===== src/rtl/delapan_bit_bagi_seq_pkg.sv =====
// Shared definitions for the sequential 16/8 signed divider:
// FSM state encodings, datapath widths, reset/zero constants and
// small magnitude helpers. Optional feature macro used by the top:
// DIV_SATURATE_EN (saturate q on quotient overflow instead of wrapping).
package delapan_bit_bagi_seq_pkg;

  localparam int DIVIDEND_W = 16;
  localparam int DIVISOR_W  = 8;
  localparam int ITER_N     = 16;
  localparam int CNT_W      = 4;

  // FSM encodings (2-bit)
  localparam logic [1:0] ST_IDLE = 2'd0;
  localparam logic [1:0] ST_LOAD = 2'd1;
  localparam logic [1:0] ST_DIV  = 2'd2;
  localparam logic [1:0] ST_FIX  = 2'd3;

  // Zero / reset constants
  localparam logic [DIVISOR_W-1:0]  ZERO_Q       = '0;
  localparam logic [DIVISOR_W-1:0]  ZERO_R       = '0;
  localparam logic [DIVISOR_W-1:0]  ZERO_DIVISOR = '0;
  localparam logic [DIVISOR_W:0]    ZERO_REM     = '0;
  localparam logic [DIVIDEND_W-1:0] ZERO_A       = '0;
  localparam logic [CNT_W-1:0]      ZERO_CNT     = '0;

  // Counter preload: ITER_N steps counted down to zero inclusive
  localparam logic [CNT_W-1:0]      CNT_START    = CNT_W'(ITER_N - 1);

  // Saturation limits for the signed 8-bit quotient
  localparam logic [DIVISOR_W-1:0]  SAT_POS      = 8'h7F;
  localparam logic [DIVISOR_W-1:0]  SAT_NEG      = 8'h80;

  // Magnitude of a signed 16-bit value; 32768 still fits as unsigned 16-bit
  function automatic logic [DIVIDEND_W-1:0] f_mag_a(input logic [DIVIDEND_W-1:0] v);
    return v[DIVIDEND_W-1] ? (~v + 1'b1) : v;
  endfunction

  // Magnitude of a signed 8-bit value; 128 still fits as unsigned 8-bit
  function automatic logic [DIVISOR_W-1:0] f_mag_b(input logic [DIVISOR_W-1:0] v);
    return v[DIVISOR_W-1] ? (~v + 1'b1) : v;
  endfunction

endpackage


===== src/rtl/delapan_bit_bagi_seq_bagi_langkah.sv =====
// One restoring division step: shift the next dividend bit into the
// partial remainder, subtract |b| when it fits, emit the quotient bit.
// Purely combinational.
module bagi_langkah
  import delapan_bit_bagi_seq_pkg::*;
(
  input  logic [DIVISOR_W:0]   i_rem,
  input  logic                 i_bit,
  input  logic [DIVISOR_W-1:0] i_divisor,
  output logic [DIVISOR_W:0]   o_rem,
  output logic                 o_qbit
);

  logic [DIVISOR_W+1:0] w_shift;

  assign w_shift = {i_rem, i_bit};

  // Trial subtract; the difference is below |b| so 9 bits always hold it
  always_comb begin
    o_qbit = (w_shift >= {2'b00, i_divisor});
    o_rem  = o_qbit ? (w_shift[DIVISOR_W:0] - {1'b0, i_divisor})
                    : w_shift[DIVISOR_W:0];
  end

endmodule


===== src/rtl/delapan_bit_bagi_seq.sv =====
// Sequential signed divider: 16-bit dividend / 8-bit divisor, truncating
// toward zero, 8-bit quotient and remainder, 18 cycles from the accepted
// enable edge to the done_bagi pulse.
// Build option: define DIV_SATURATE_EN to saturate q on quotient overflow;
// without it q carries the low 8 bits of the 16-bit quotient.
//
// Handshake: enable is a start request sampled only in IDLE; while busy=1
// it is ignored. done_bagi is a single-cycle strobe marking q/r/ovf valid;
// those outputs hold until the next completed operation. The done_bagi
// cycle is an IDLE cycle, so enable may be high in it to start again.
module delapan_bit_bagi_seq
  import delapan_bit_bagi_seq_pkg::*;
(
  input  logic                  clock,
  input  logic                  reset,
  input  logic                  enable,
  input  logic [DIVIDEND_W-1:0] a,
  input  logic [DIVISOR_W-1:0]  b,
  output logic [DIVISOR_W-1:0]  q,
  output logic [DIVISOR_W-1:0]  r,
  output logic                  ovf,
  output logic                  busy,
  output logic                  done_bagi,
  output logic [1:0]            o_dbg_state
);

  logic [1:0]            r_state;
  logic [CNT_W-1:0]      r_cnt;
  logic [DIVIDEND_W-1:0] r_a_raw;
  logic [DIVISOR_W-1:0]  r_b_raw;
  logic [DIVIDEND_W-1:0] r_dvd;      // dividend bits shift out, quotient bits shift in
  logic [DIVISOR_W:0]    r_rem;
  logic [DIVISOR_W-1:0]  r_divisor;
  logic                  r_sign_a;
  logic                  r_sign_q;
  logic [DIVISOR_W-1:0]  r_q;
  logic [DIVISOR_W-1:0]  r_r;
  logic                  r_ovf;
  logic                  r_done;

  logic [DIVISOR_W:0]    w_rem_next;
  logic                  w_qbit;
  logic                  w_div_zero;
  logic                  w_q_ovf;
  logic [DIVISOR_W-1:0]  w_q_wrap;
  logic [DIVISOR_W-1:0]  w_q_fix;
  logic [DIVISOR_W-1:0]  w_r_fix;
  logic                  w_ovf_fix;

  bagi_langkah u_langkah (
    .i_rem     (r_rem),
    .i_bit     (r_dvd[DIVIDEND_W-1]),
    .i_divisor (r_divisor),
    .o_rem     (w_rem_next),
    .o_qbit    (w_qbit)
  );

  assign w_div_zero = (r_divisor == ZERO_DIVISOR);

  // Sign correction and range check of the finished magnitudes
  always_comb begin
    w_q_ovf  = r_sign_q ? (r_dvd > 16'd128) : (r_dvd > 16'd127);
    w_q_wrap = r_sign_q ? (~r_dvd[DIVISOR_W-1:0] + 1'b1) : r_dvd[DIVISOR_W-1:0];
    w_r_fix  = r_sign_a ? (~r_rem[DIVISOR_W-1:0] + 1'b1) : r_rem[DIVISOR_W-1:0];
`ifdef DIV_SATURATE_EN
    w_q_fix  = w_q_ovf ? (r_sign_q ? SAT_NEG : SAT_POS) : w_q_wrap;
`else
    w_q_fix  = w_q_wrap;
`endif
    w_ovf_fix = w_q_ovf;
    if (w_div_zero) begin
      w_q_fix   = ZERO_Q;
      w_r_fix   = ZERO_R;
      w_ovf_fix = 1'b1;
    end
  end

  // FSM, operand capture and iterative datapath
  always_ff @(posedge clock or negedge reset) begin
    if (!reset) begin
      r_state   <= ST_IDLE;
      r_cnt     <= ZERO_CNT;
      r_a_raw   <= ZERO_A;
      r_b_raw   <= ZERO_DIVISOR;
      r_dvd     <= ZERO_A;
      r_rem     <= ZERO_REM;
      r_divisor <= ZERO_DIVISOR;
      r_sign_a  <= 1'b0;
      r_sign_q  <= 1'b0;
    end else begin
      case (r_state)
        ST_IDLE: begin
          if (enable) begin
            r_a_raw <= a;
            r_b_raw <= b;
            r_state <= ST_LOAD;
          end
        end
        ST_LOAD: begin
          r_dvd     <= f_mag_a(r_a_raw);
          r_divisor <= f_mag_b(r_b_raw);
          r_sign_a  <= r_a_raw[DIVIDEND_W-1];
          r_sign_q  <= r_a_raw[DIVIDEND_W-1] ^ r_b_raw[DIVISOR_W-1];
          r_rem     <= ZERO_REM;
          r_cnt     <= CNT_START;
          r_state   <= ST_DIV;
        end
        ST_DIV: begin
          r_dvd <= {r_dvd[DIVIDEND_W-2:0], w_qbit};
          r_rem <= w_rem_next;
          if (r_cnt == ZERO_CNT) begin
            r_state <= ST_FIX;
          end else begin
            r_cnt <= r_cnt - 1'b1;
          end
        end
        ST_FIX: begin
          r_state <= ST_IDLE;
        end
        default: begin
          r_state <= ST_IDLE;
        end
      endcase
    end
  end

  // Result registers and completion strobe, updated only on the FIX edge
  always_ff @(posedge clock or negedge reset) begin
    if (!reset) begin
      r_q    <= ZERO_Q;
      r_r    <= ZERO_R;
      r_ovf  <= 1'b0;
      r_done <= 1'b0;
    end else begin
      r_done <= (r_state == ST_FIX);
      if (r_state == ST_FIX) begin
        r_q   <= w_q_fix;
        r_r   <= w_r_fix;
        r_ovf <= w_ovf_fix;
      end
    end
  end

  assign q           = r_q;
  assign r           = r_r;
  assign ovf         = r_ovf;
  assign done_bagi   = r_done;
  assign busy        = (r_state != ST_IDLE);
  assign o_dbg_state = r_state;

endmodule


===== config.mk =====
export PLATFORM = sky130hd
export DESIGN_NAME = delapan_bit_bagi_seq
export DESIGN_NICKNAME = d
export VERILOG_FILES = /design/src/rtl/delapan_bit_bagi_seq_pkg.sv /design/src/rtl/delapan_bit_bagi_seq_bagi_langkah.sv /design/src/rtl/delapan_bit_bagi_seq.sv
export SDC_FILE = /design/constraint.sdc
export NUM_CORES = 1
export LEC_CHECK = 0
export ABC_CLOCK_PERIOD_IN_PS = 3860
export CORE_MARGIN = 8
export CORE_UTILIZATION = 50
export CTS_CLUSTER_SIZE = 16
export DETAILED_ROUTE_END_ITERATION = 6
export PLACE_DENSITY_LB_ADDON = 0.25
export SETUP_SLACK_MARGIN = 0.2
export SLEW_MARGIN = 10
export SYNTH_ARGS = -nofsm -noshare
export SYNTH_HDL_FRONTEND = slang
export SYNTH_HIERARCHICAL = 1
export SYNTH_SLANG_ARGS = --single-unit

===== constraint.sdc =====
create_clock -name clock -period 3.86 [get_ports clock]
set_input_delay 0.772 -clock clock [delete_from_list [all_inputs] [get_ports clock]]
set_output_delay 0.772 -clock clock [all_outputs]
set_load 0.01 [all_outputs]

==> out/metrics.cfg <==
[critical_path]
crit_arrival_ns = 2.93
crit_required_ns = 4.09
reg2regPathDepth = 10
crit_path_end_kind = register
crit_fanout = 14
start_kind = register
startpoint = r_dvd[15]
timing.rr.end = r_rem[1]
timing.rr.start = r_dvd[15]
rrSetupSlack_ns = 1.16
crit_type = register to register

[floorplanning]
die_y_um = 113.2
num_io_pins = 48
core_area_sq_mm = 0.009196
dieArea_sq_mm = 0.01282
core.rowCount = 35
die_w_um = 113.2
start_util = 0.5137

[placed_design]
dpl-instance-area_sq_mm = 0.005244
port_buffers = 47
finalWeightedCongestion = 0.8519
dp_slack_ns = 1.189
dp_hpwl_um = 7208
dp_cells = 619

[clock_network]
clock-sinks = 83
cts_resized = 0
root_buffer = clkbuf_8
htreeDepth = 3
hold_buffers = 0
cts_buffers = 9
clk_pin_slew_ns = 0.08
post_cts_buffers = 0
clk_latency_ns = 0.36
cts_buffer_depth = 2
cts_tree = built

[worst_hold_path]
hold_path.startpoint = ovf
hold_end = ovf
min_path_cells = 1
min_path_type = register to register

[power_and_ir_drop]
p_int_w = 0.002820
power.share.clock = 0.140
p_leak_nw = 2.316
pwr-share-comb = 0.515
p_sw_frac = 0.4251
seqPwrFrac = 0.346
irDropWorstVdd_mv = 0.7999
powerDensity_mw_per_mm2 = 898.6
power_w = 0.004905
switchingPower_w = 0.002085

[yosys]
yosysWarnings = 6
synth-xor-area-share = 0.05376
synthFlopType = dfrtp_1
synth_top_area_cell = dfrtp_1
synth_top_cell_area_share = 0.4396
ys_types = 53
synth_fa_ha_area_frac = 0.05191
syn-instance-count = 483
synth_nets = 529
synth_compound_area_frac = 0.1613
synth_edf_count = 0
synthMuxAreaShare = 0.08395
syn_avg_cell_area_sq_um = 9.782
synth_most_common_cell = dfrtp_1
synthArstFlopShare = 1.000
synthesis.area_sq_mm = 0.004725
synthTopCellsByArea = dfrtp_1, mux2_2, ha_1
synthSimpleGateAreaFrac = 0.1425
synthTopCellsByCount = dfrtp_1, inv_1, mux2_2, nand2_1, o21ai_0
synth_top_family_by_area = compound AO/OA/AOI/OAI gates
yosysSeqAreaShare = 0.4396
ys_ff_latch = 83

[timing]
final.min_clock_period_ns = 2.698
skew_ns = 0.01323
worst_pin_slew_ns = 1.020
final.setup.tns_ns = 0
max_freq_mhz = 370.7
rsz0062_at_grt = false
drv_slew = 0
period_share = 0.6988
setup_ws_ns = 1.162
hold_violations = 0
slew_headroom = 0.3199
setup_violations = 0

[grt]
grt_max_degree = 84
grt_overflow_total = 0
grt_pass1_vias = 3543
antenna_found_initial = 0
grt_use_total = 0.1611
grt_pass1_wl_um = 16980

[drt]
ant_nets = 0
routedWlPerCell_um = 15.32
routed-via-count = 3563
drt_iter0_drc = 154
first_pass_iters = 5
wl_um = 9712
vias_per_cell = 5.620
drc = 0

[layout]
final_area_sq_mm = 0.005458
nets = 565
instances_no_fill = 634
n_fill_cell = 835
area_delta_synth_final_pct = 15.52
antenna_cells = 0
drive_gt1_frac = 0.1243

[flow_run]
max-cap-violations = 0

[status]
status = complete, no violations

[per-layer routing]
metal | GRT usage | wire (um) | up-vias
met1 | 0.2162 | 4663 | 1695
met3 | 0.03408 | 548 | 11
met2 | 0.2484 | 4350 | 78
met4 | 0.06306 | 149 | 0
met5 | 0 | 0 | -
li1 | - | - | 1779
[state kept, by name, summed over array words and instances, names as in the netlist]
register,cells
r_rem,9
r_b_raw,8
done_bagi,1
q,8
ovf,1
r_divisor,8
r,8
r_dvd,16
r_sign_q,1
r_cnt,4
r_sign_a,1
r_a_raw,16
o_dbg_state,2
[cell type report]
type / instances / area [sq um] / area share
Multi-Input combinational cell: 320 / 2331 / 0.4271
Timing Repair Buffer: 50 / 490.5 / 0.08987
Clock inverter: 6 / 90.09 / 0.01651
Inverter: 55 / 206.4 / 0.03783
Tap cell: 111 / 138.9 / 0.02545
Clock buffer: 9 / 123.9 / 0.02270
Sequential cell: 83 / 2077 / 0.3806
[per-stage QoR]
stage | hold WS, ns | utilization
4_1_cts | 0.5077 | 0.5935
3_5_place_dp | 0.4883 | 0.5702
6_report | 0.5004 | 0.5935
2_1_floorplan | 0.4764 | -
5_1_grt | 0.5289 | 0.5935
3_3_place_gp | 0.4857 | 0.5702
[worst max path at each step]
stage | end
after detailed placement | r_rem[1]
after floorplan | r_rem[1]
after global placement | r_rem[1]
after CTS | r_rem[1]
final | r_rem[1]
after global routing | r_rem[1]
[cells in the final DEF, fill, tap and decap left out, types with 4 or more instances in the layout]
cell type        synthesis  routed
o21ai_1                  5       5
ha_1                    18      18
mux2i_1                  7       7
a21oi_1                 18      18
o221ai_1                 4       4
dfrtp_1                 83      83
or4_1                    5       5
buf_4                    0       4
clkdlybuf4s50_1          0      46
xor2_1                  12      12
xnor2_1                 17      17
o22ai_1                 18      18
o31ai_1                 10      10
nor2_1                  21      21
o41ai_2                  5       5
inv_1                   54      54
o21ai_0                 29      29
nand3_1                 16      16
nand4_1                  7       7
clkbuf_8                 0       9
mux2_2                  29      29
nand2b_1                 6       6
or3b_2                   4       4
o211ai_1                 4       4
or3_1                    6       6
nand2_1                 29      29
a31oi_1                  5       5
nor2b_1                  9       9
[cells by family (layout without fill, tap and decap cells)]
kind of cell,Yosys count,count (layout)
adders and majority gates,19,19
buffers and inverters,80,120
xor gates and xnor gates,29,29
and+or+nand+nor,122,122
muxes,36,36
DFF,83,83
AOI/OAI and AO/OA,114,114
[worst max-delay path, cell delays in order, from the launching register on]
cell     delay, ns
dfrtp_1       0.40
inv_1         0.08
ha_1          0.16
inv_1         0.06
fa_1          0.39
nand3_1       0.15
a21oi_1       0.13
nor4b_4       0.65
mux2_2        0.41
nand3_1       0.07
o21ai_0       0.08
[power by group through the flow]
stage / registers [W] / clock network [W] / logic, W
CTS: 0.00170 / 0.000704 / 0.00255
global placement: 0.00169 / 0 / 0.00247
global route: 0.00177 / 0.000742 / 0.00285
detailed placement: 0.00172 / 0 / 0.00254
floorplan: 0.00158 / 0 / 0.00197
finish: 0.00170 / 0.000684 / 0.00252
Power figures use the tool's default switching activity.
